==> src/rtl/pipe_stage_skid.sv <==
// Pipeline-stage register with a valid/ready handshake, flush (bubble insertion) and an
// optional two-entry skid buffer that makes in_ready depend on registered state only.
module pipe_stage_skid #(
   parameter int unsigned CTRL_WIDTH = 32'd18,
   parameter int unsigned DATA_WIDTH = 32'd175,
   parameter int unsigned SKID       = 32'd1,
   parameter int unsigned FLUSH_DATA = 32'd1
) (
   input  logic                  clk,
   input  logic                  rst,
   input  logic                  flush,
   input  logic                  in_valid,
   output logic                  in_ready,
   input  logic [CTRL_WIDTH-1:0] in_ctrl,
   input  logic [DATA_WIDTH-1:0] in_data,
   output logic                  out_valid,
   input  logic                  out_ready,
   output logic [CTRL_WIDTH-1:0] out_ctrl,
   output logic [DATA_WIDTH-1:0] out_data,
   output logic [1:0]            count
);

   localparam bit HAS_SKID  = (SKID != 32'd0);
   localparam bit CLR_DATA  = (FLUSH_DATA != 32'd0);

   // Encoding is {S.valid, M.valid}; S is only ever valid while M is valid.
   typedef enum logic [1:0] {
      ST_EMPTY = 2'b00,
      ST_ONE   = 2'b01,
      ST_FULL  = 2'b11
   } state_e;

   state_e                state_q, state_d;
   logic [CTRL_WIDTH-1:0] m_ctrl_q, m_ctrl_d;
   logic [DATA_WIDTH-1:0] m_data_q, m_data_d;
   logic [CTRL_WIDTH-1:0] s_ctrl_q, s_ctrl_d;
   logic [DATA_WIDTH-1:0] s_data_q, s_data_d;
   logic                  m_valid_s;
   logic                  s_valid_s;
   logic                  accept_s;
   logic                  drain_s;

   assign m_valid_s = (state_q == ST_ONE) || (state_q == ST_FULL);
   assign s_valid_s = (state_q == ST_FULL);

   // With the skid buffer, ready never looks at out_ready, which breaks the ready chain.
   assign in_ready  = HAS_SKID ? (!s_valid_s && !rst)
                               : ((!m_valid_s || out_ready) && !rst);
   assign accept_s  = in_valid && in_ready;
   assign drain_s   = m_valid_s && out_ready;

   assign out_valid = m_valid_s;
   assign out_ctrl  = m_ctrl_q;
   assign out_data  = m_data_q;
   assign count     = {1'b0, m_valid_s} + {1'b0, s_valid_s};

   // Next-state and next-entry selection for the M/S pair.
   always_comb begin
      state_d  = state_q;
      m_ctrl_d = m_ctrl_q;
      m_data_d = m_data_q;
      s_ctrl_d = s_ctrl_q;
      s_data_d = s_data_q;
      case (state_q)
         ST_EMPTY: begin
            if (accept_s) begin
               m_ctrl_d = in_ctrl;
               m_data_d = in_data;
               state_d  = ST_ONE;
            end else begin
               state_d  = ST_EMPTY;
            end
         end
         ST_ONE: begin
            if (accept_s && drain_s) begin
               m_ctrl_d = in_ctrl;
               m_data_d = in_data;
            end else if (drain_s) begin
               m_ctrl_d = {CTRL_WIDTH{1'b0}};
               state_d  = ST_EMPTY;
            end else if (accept_s && HAS_SKID) begin
               s_ctrl_d = in_ctrl;
               s_data_d = in_data;
               state_d  = ST_FULL;
            end else begin
               state_d  = ST_ONE;
            end
         end
         ST_FULL: begin
            if (drain_s) begin
               m_ctrl_d = s_ctrl_q;
               m_data_d = s_data_q;
               s_ctrl_d = {CTRL_WIDTH{1'b0}};
               state_d  = ST_ONE;
            end else begin
               state_d  = ST_FULL;
            end
         end
         default: begin
            state_d  = ST_EMPTY;
            m_ctrl_d = {CTRL_WIDTH{1'b0}};
            s_ctrl_d = {CTRL_WIDTH{1'b0}};
         end
      endcase
   end

   // State and entry registers; rst and flush clear identically and win over the handshake.
   always_ff @(posedge clk) begin
      if (rst || flush) begin
         state_q  <= ST_EMPTY;
         m_ctrl_q <= {CTRL_WIDTH{1'b0}};
         s_ctrl_q <= {CTRL_WIDTH{1'b0}};
         if (CLR_DATA) begin
            m_data_q <= {DATA_WIDTH{1'b0}};
            s_data_q <= {DATA_WIDTH{1'b0}};
         end else begin
            m_data_q <= m_data_q;
            s_data_q <= s_data_q;
         end
      end else begin
         state_q  <= state_d;
         m_ctrl_q <= m_ctrl_d;
         m_data_q <= m_data_d;
         s_ctrl_q <= s_ctrl_d;
         s_data_q <= s_data_d;
      end
   end

endmodule

==> config.mk <==
export PLATFORM = sky130hd
export DESIGN_NAME = pipe_stage_skid
export DESIGN_NICKNAME = d
export VERILOG_FILES = /design/src/rtl/pipe_stage_skid.sv
export SDC_FILE = /design/constraint.sdc
export NUM_CORES = 1
export LEC_CHECK = 0
export CELL_PAD_IN_SITES_DETAIL_PLACEMENT = 1
export CELL_PAD_IN_SITES_GLOBAL_PLACEMENT = 2
export CORE_AREA = 2 2 239 241
export CTS_CLUSTER_SIZE = 24
export DETAILED_ROUTE_END_ITERATION = 10
export DIE_AREA = 0 0 241 243
export GPL_ROUTABILITY_DRIVEN = 0
export GPL_TIMING_DRIVEN = 1
export PLACE_DENSITY_LB_ADDON = 0.1
export SLEW_MARGIN = 25
export SYNTH_ARGS = -nofsm -noshare
export SYNTH_HDL_FRONTEND = slang
export SYNTH_SLANG_ARGS = --single-unit
==> constraint.sdc <==
create_clock -name clk -period 1.9 [get_ports clk]
set_input_delay 0.38 -clock clk [delete_from_list [all_inputs] [get_ports clk]]
set_output_delay 0.38 -clock clk [all_outputs]
set_load 0.05 [all_outputs]
==> results.py <==
metrics = {
    "critical_path": {
        "cp_top_family": "buffers and inverters",
        "startpoint_type": "input port",
        "cp_slowest_cell": "clkdlybuf4s50_1",
        "cp_max_fo": 26,
        "rrSetupSlack_ns": 0.04,
        "arrival_ns": 2.35,
        "end_kind": "register",
        "max_stage_delay_ns": 0.54,
        "rr_startpoint": "state_q[1]",
        "critical_path_required_ns": 2.35,
        "path_cells": "clkdlybuf4s50_1 > or3b_4 > a21oi_4 > buf_6 > buf_16 > nor2_1 > a311oi_1",
        "worst_r2r_endpoint": "out_data[10]",
        "crit_type": "input port to register",
        "critical_path_buf_inv_count": 3,
        "ff2ff_path_depth": 6,
    },
    "sta": {
        "final.setup_skew_ns": 0.0125,
        "rsz0062_at_grt": "true",
        "fin_crit_sh": 1.00,
        "finalHoldViolCount": 0,
        "tightestPinTransition_ns": 0.545,
        "period_needed_ns": 1.90,
        "finalSetupViolCount": 1,
        "timing.fmax_ghz": 0.526,
        "drv_slew": 0,
        "relSlewSlack": 0.638,
        "final.setup.worst_slack_ns": -0.000247,
    },
    "cts": {
        "cts_sinks": 388,
        "cts_root_buffer": "clkbuf_16",
        "cts_tree": "built",
        "cts_buffers": 46,
        "clockBufferDepth": 3,
        "clk_latency_ns": 0.56,
        "clk_pin_slew_ns": 0.06,
        "h-tree-depth": 2,
    },
    "route": {
        "drc": 0,
        "wl_per_cell_um": 18.6,
        "wirelength_um": 57700,
        "drtIter0Drc": 621,
        "vias": 14742,
        "antenna_left": 0,
        "drt-pass1-iter-count": 5,
        "viasPerCell": 4.76,
    },
    "global_route": {
        "grt_pass1_wl_um": 87500,
        "grt_max_degree": 87,
        "grt_pass1_vias": 14805,
        "overflow": 0,
        "track_usage": 0.189,
        "antenna_found_initial": 15,
    },
    "power_and_ir_drop": {
        "power.density_nw_per_um2": 898,
        "power_frac_clock": 0.464,
        "p_sw_mw": 4.99,
        "p_comb_frac": 0.112,
        "swShare": 0.253,
        "seq_power_share": 0.425,
        "ir_drop_uv": 566,
        "leakagePower_nw": 8.40,
        "internal_power_mw": 14.8,
    },
    "floorplanning": {
        "core-area_um2": 56000,
        "placementRows": 87,
        "start_util": 0.267,
        "die_w_um": 241,
        "die_area_um2": 58600,
        "io_pins": 395,
        "chipHeight_um": 243,
    },
    "placement": {
        "place_area_um2": 20200,
        "place.detailed.hpwl_um": 38500,
        "port-buffer-count": 394,
        "dp_cells": 2997,
    },
    "logic_synthesis": {
        "synth-seq-cells": 388,
        "yosysSeqAreaShare": 0.520,
        "synth_cells": 1917,
        "yosys_warnings": 0,
        "synthDistinctLibCells": 27,
        "synthArstFlopShare": 0,
        "synth_ff_type": "dfxtp_1",
        "synth_edf_count": 0,
        "syn-cell-area_um2": 14900,
        "syn_nets": 2115,
        "syn_area_per_cell_um2": 7.80,
    },
    "layout": {
        "drive_gt1_frac": 0.132,
        "syn2layout_area_growth_pct": 47.1,
        "stdcell_area_um2": 22000,
        "post-route-util": 0.393,
        "layout.cells.non_filler": 3100,
        "nNetsFinal": 2498,
    },
    "hold_path": {
        "min_to": "s_data_q[138]",
        "hp-class": "input port to register",
        "holdPathStages": 3,
        "hp-start": "in_data[138]",
    },
    "flow_run": {
        "maxCapViolCount": 0,
    },
    "run_status": {
        "violations": "negative setup slack",
        "outcome": "finished with violations",
    },
}
-- power by group through the flow --
stage	clock network [mW]	logic [mW]	registers, mW
5_1_grt	9.84	2.36	8.40
3_3_place_gp	0	2.19	8.57
4_1_cts	9.49	2.19	8.39
2_1_floorplan	0	0.605	9.03
3_5_place_dp	0	2.22	8.57
6_report	9.16	2.20	8.38
-- worst max-delay path by stage --
stage / from / end / cells past startpoint
floorplan: state_q[0] / in_ready / 5
global placement: in_valid / out_data[141] / 7
detailed placement: in_valid / out_data[17] / 7
CTS: state_q[1] / count[1] / 5
global route: in_valid / out_data[8] / 7
finish: in_valid / out_data[10] / 7
-- registers in the layout, summed over array words and instances, names as in the netlist --
| name | flops |
|---|---|
| s_data_q | 175 |
| out_ctrl | 18 |
| state_q | 2 |
| out_data | 175 |
| s_ctrl_q | 18 |
-- layout by cell type (no fill, tap or decap), types with 9 or more instances in the layout --
cell type / instances
a21oi_1: 186
a222oi_1: 9
a22o_1: 9
a311oi_1: 173
buf_12: 47
buf_4: 153
clkbuf_1: 9
clkbuf_16: 52
clkbuf_8: 12
clkdlybuf4s50_1: 197
clkinv_2: 13
dfxtp_1: 386
dlygate4sd2_1: 80
inv_1: 10
nand2_1: 729
nand3_1: 18
nor2_1: 178
o21ai_0: 29
-- worst register-to-register path: cells and delay by family (launching register included) --
kind / cells / cell delay, ns
buffers and inverters: 2 / 0.45
AO/OA/AOI/OAI: 2 / 0.48
flip-flops: 1 / 0.33
AND/OR/NAND/NOR: 2 / 0.49
-- cells in the mapped netlist (2+ instances only) --
cell / number / share of area
nand2_1: 730 / 0.18
dfxtp_1: 388 / 0.52
a21oi_1: 186 / 0.062
nor2_1: 180 / 0.045
a311oi_1: 175 / 0.10
clkbuf_1: 105 / 0.026
buf_2: 39 / 0.013
o21ai_0: 29 / 0.0097
nand3_1: 18 / 0.0060
buf_4: 11 / 0.0055
inv_1: 10 / 0.0025
a222oi_1: 9 / 0.0060
a22o_1: 9 / 0.0053
buf_1: 9 / 0.0023
buf_6: 3 / 0.0023
nand2b_1: 3 / 0.0013
nor2b_1: 2 / 0.00084
nor3_1: 2 / 0.00067
-- what timing repair did --
action | 4_1_cts | 5_1_grt
resized for setup | 101 | 20
setup buffers | 3 | 4
hold buffers | 0 | 0
cloned | 1 | 3
pin swaps | 1 | 1
setup endpoints to repair | 91 | 128
-- final cells by class --
cell class,count,area (um^2)
antenna,6,15.0
timing repair buffer,502,5150
clock buffer,70,1430
clock inverter,16,155
sequential,388,7770
inverter,11,57.6
fill,6614,34000
tap,756,946
multi-input combinational,1351,6470
-- metrics by stage --
| step | worst slack [ns] | setup TNS (ns) | hold slack [ns] | power (mW) |
|---|---|---|---|---|
| 2_1_floorplan | 0.00432 | 0 | 0.435 | 9.64 |
| 3_3_place_gp | -0.467 | -114.92 | 0.439 | 10.8 |
| 3_5_place_dp | -0.537 | -127.37 | 0.448 | 10.8 |
| 4_1_cts | -0.0226 | -0.0417 | 0.357 | 20.1 |
| 5_1_grt | -0.0549 | -0.817 | 0.377 | 20.6 |
| 6_report | -0.000247 | -0.000247 | 0.396 | 19.7 |
-- per-layer routing --
layer,vias up,routed length (um),share of wire,global-route usage
met5,-,128,0.0022,0
met4,18,1330,0.023,0.0577
met3,91,3270,0.057,0.0462
met2,313,27500,0.48,0.310
met1,7063,25500,0.44,0.245
li1,7257,-,-,-
-- logic make-up (layout without fill, tap and decap cells) --
logic type | after synthesis | after routing | share of synthesized area
AO/OA/AOI/OAI | 411 | 411 | 0.188
flip-flops | 388 | 388 | 0.520
other | 0 | 6 | 0
buffers and inverters | 178 | 599 | 0.0522
AND/OR/NAND/NOR | 940 | 940 | 0.240
Note: power is estimated with default switching activity, not from simulation.
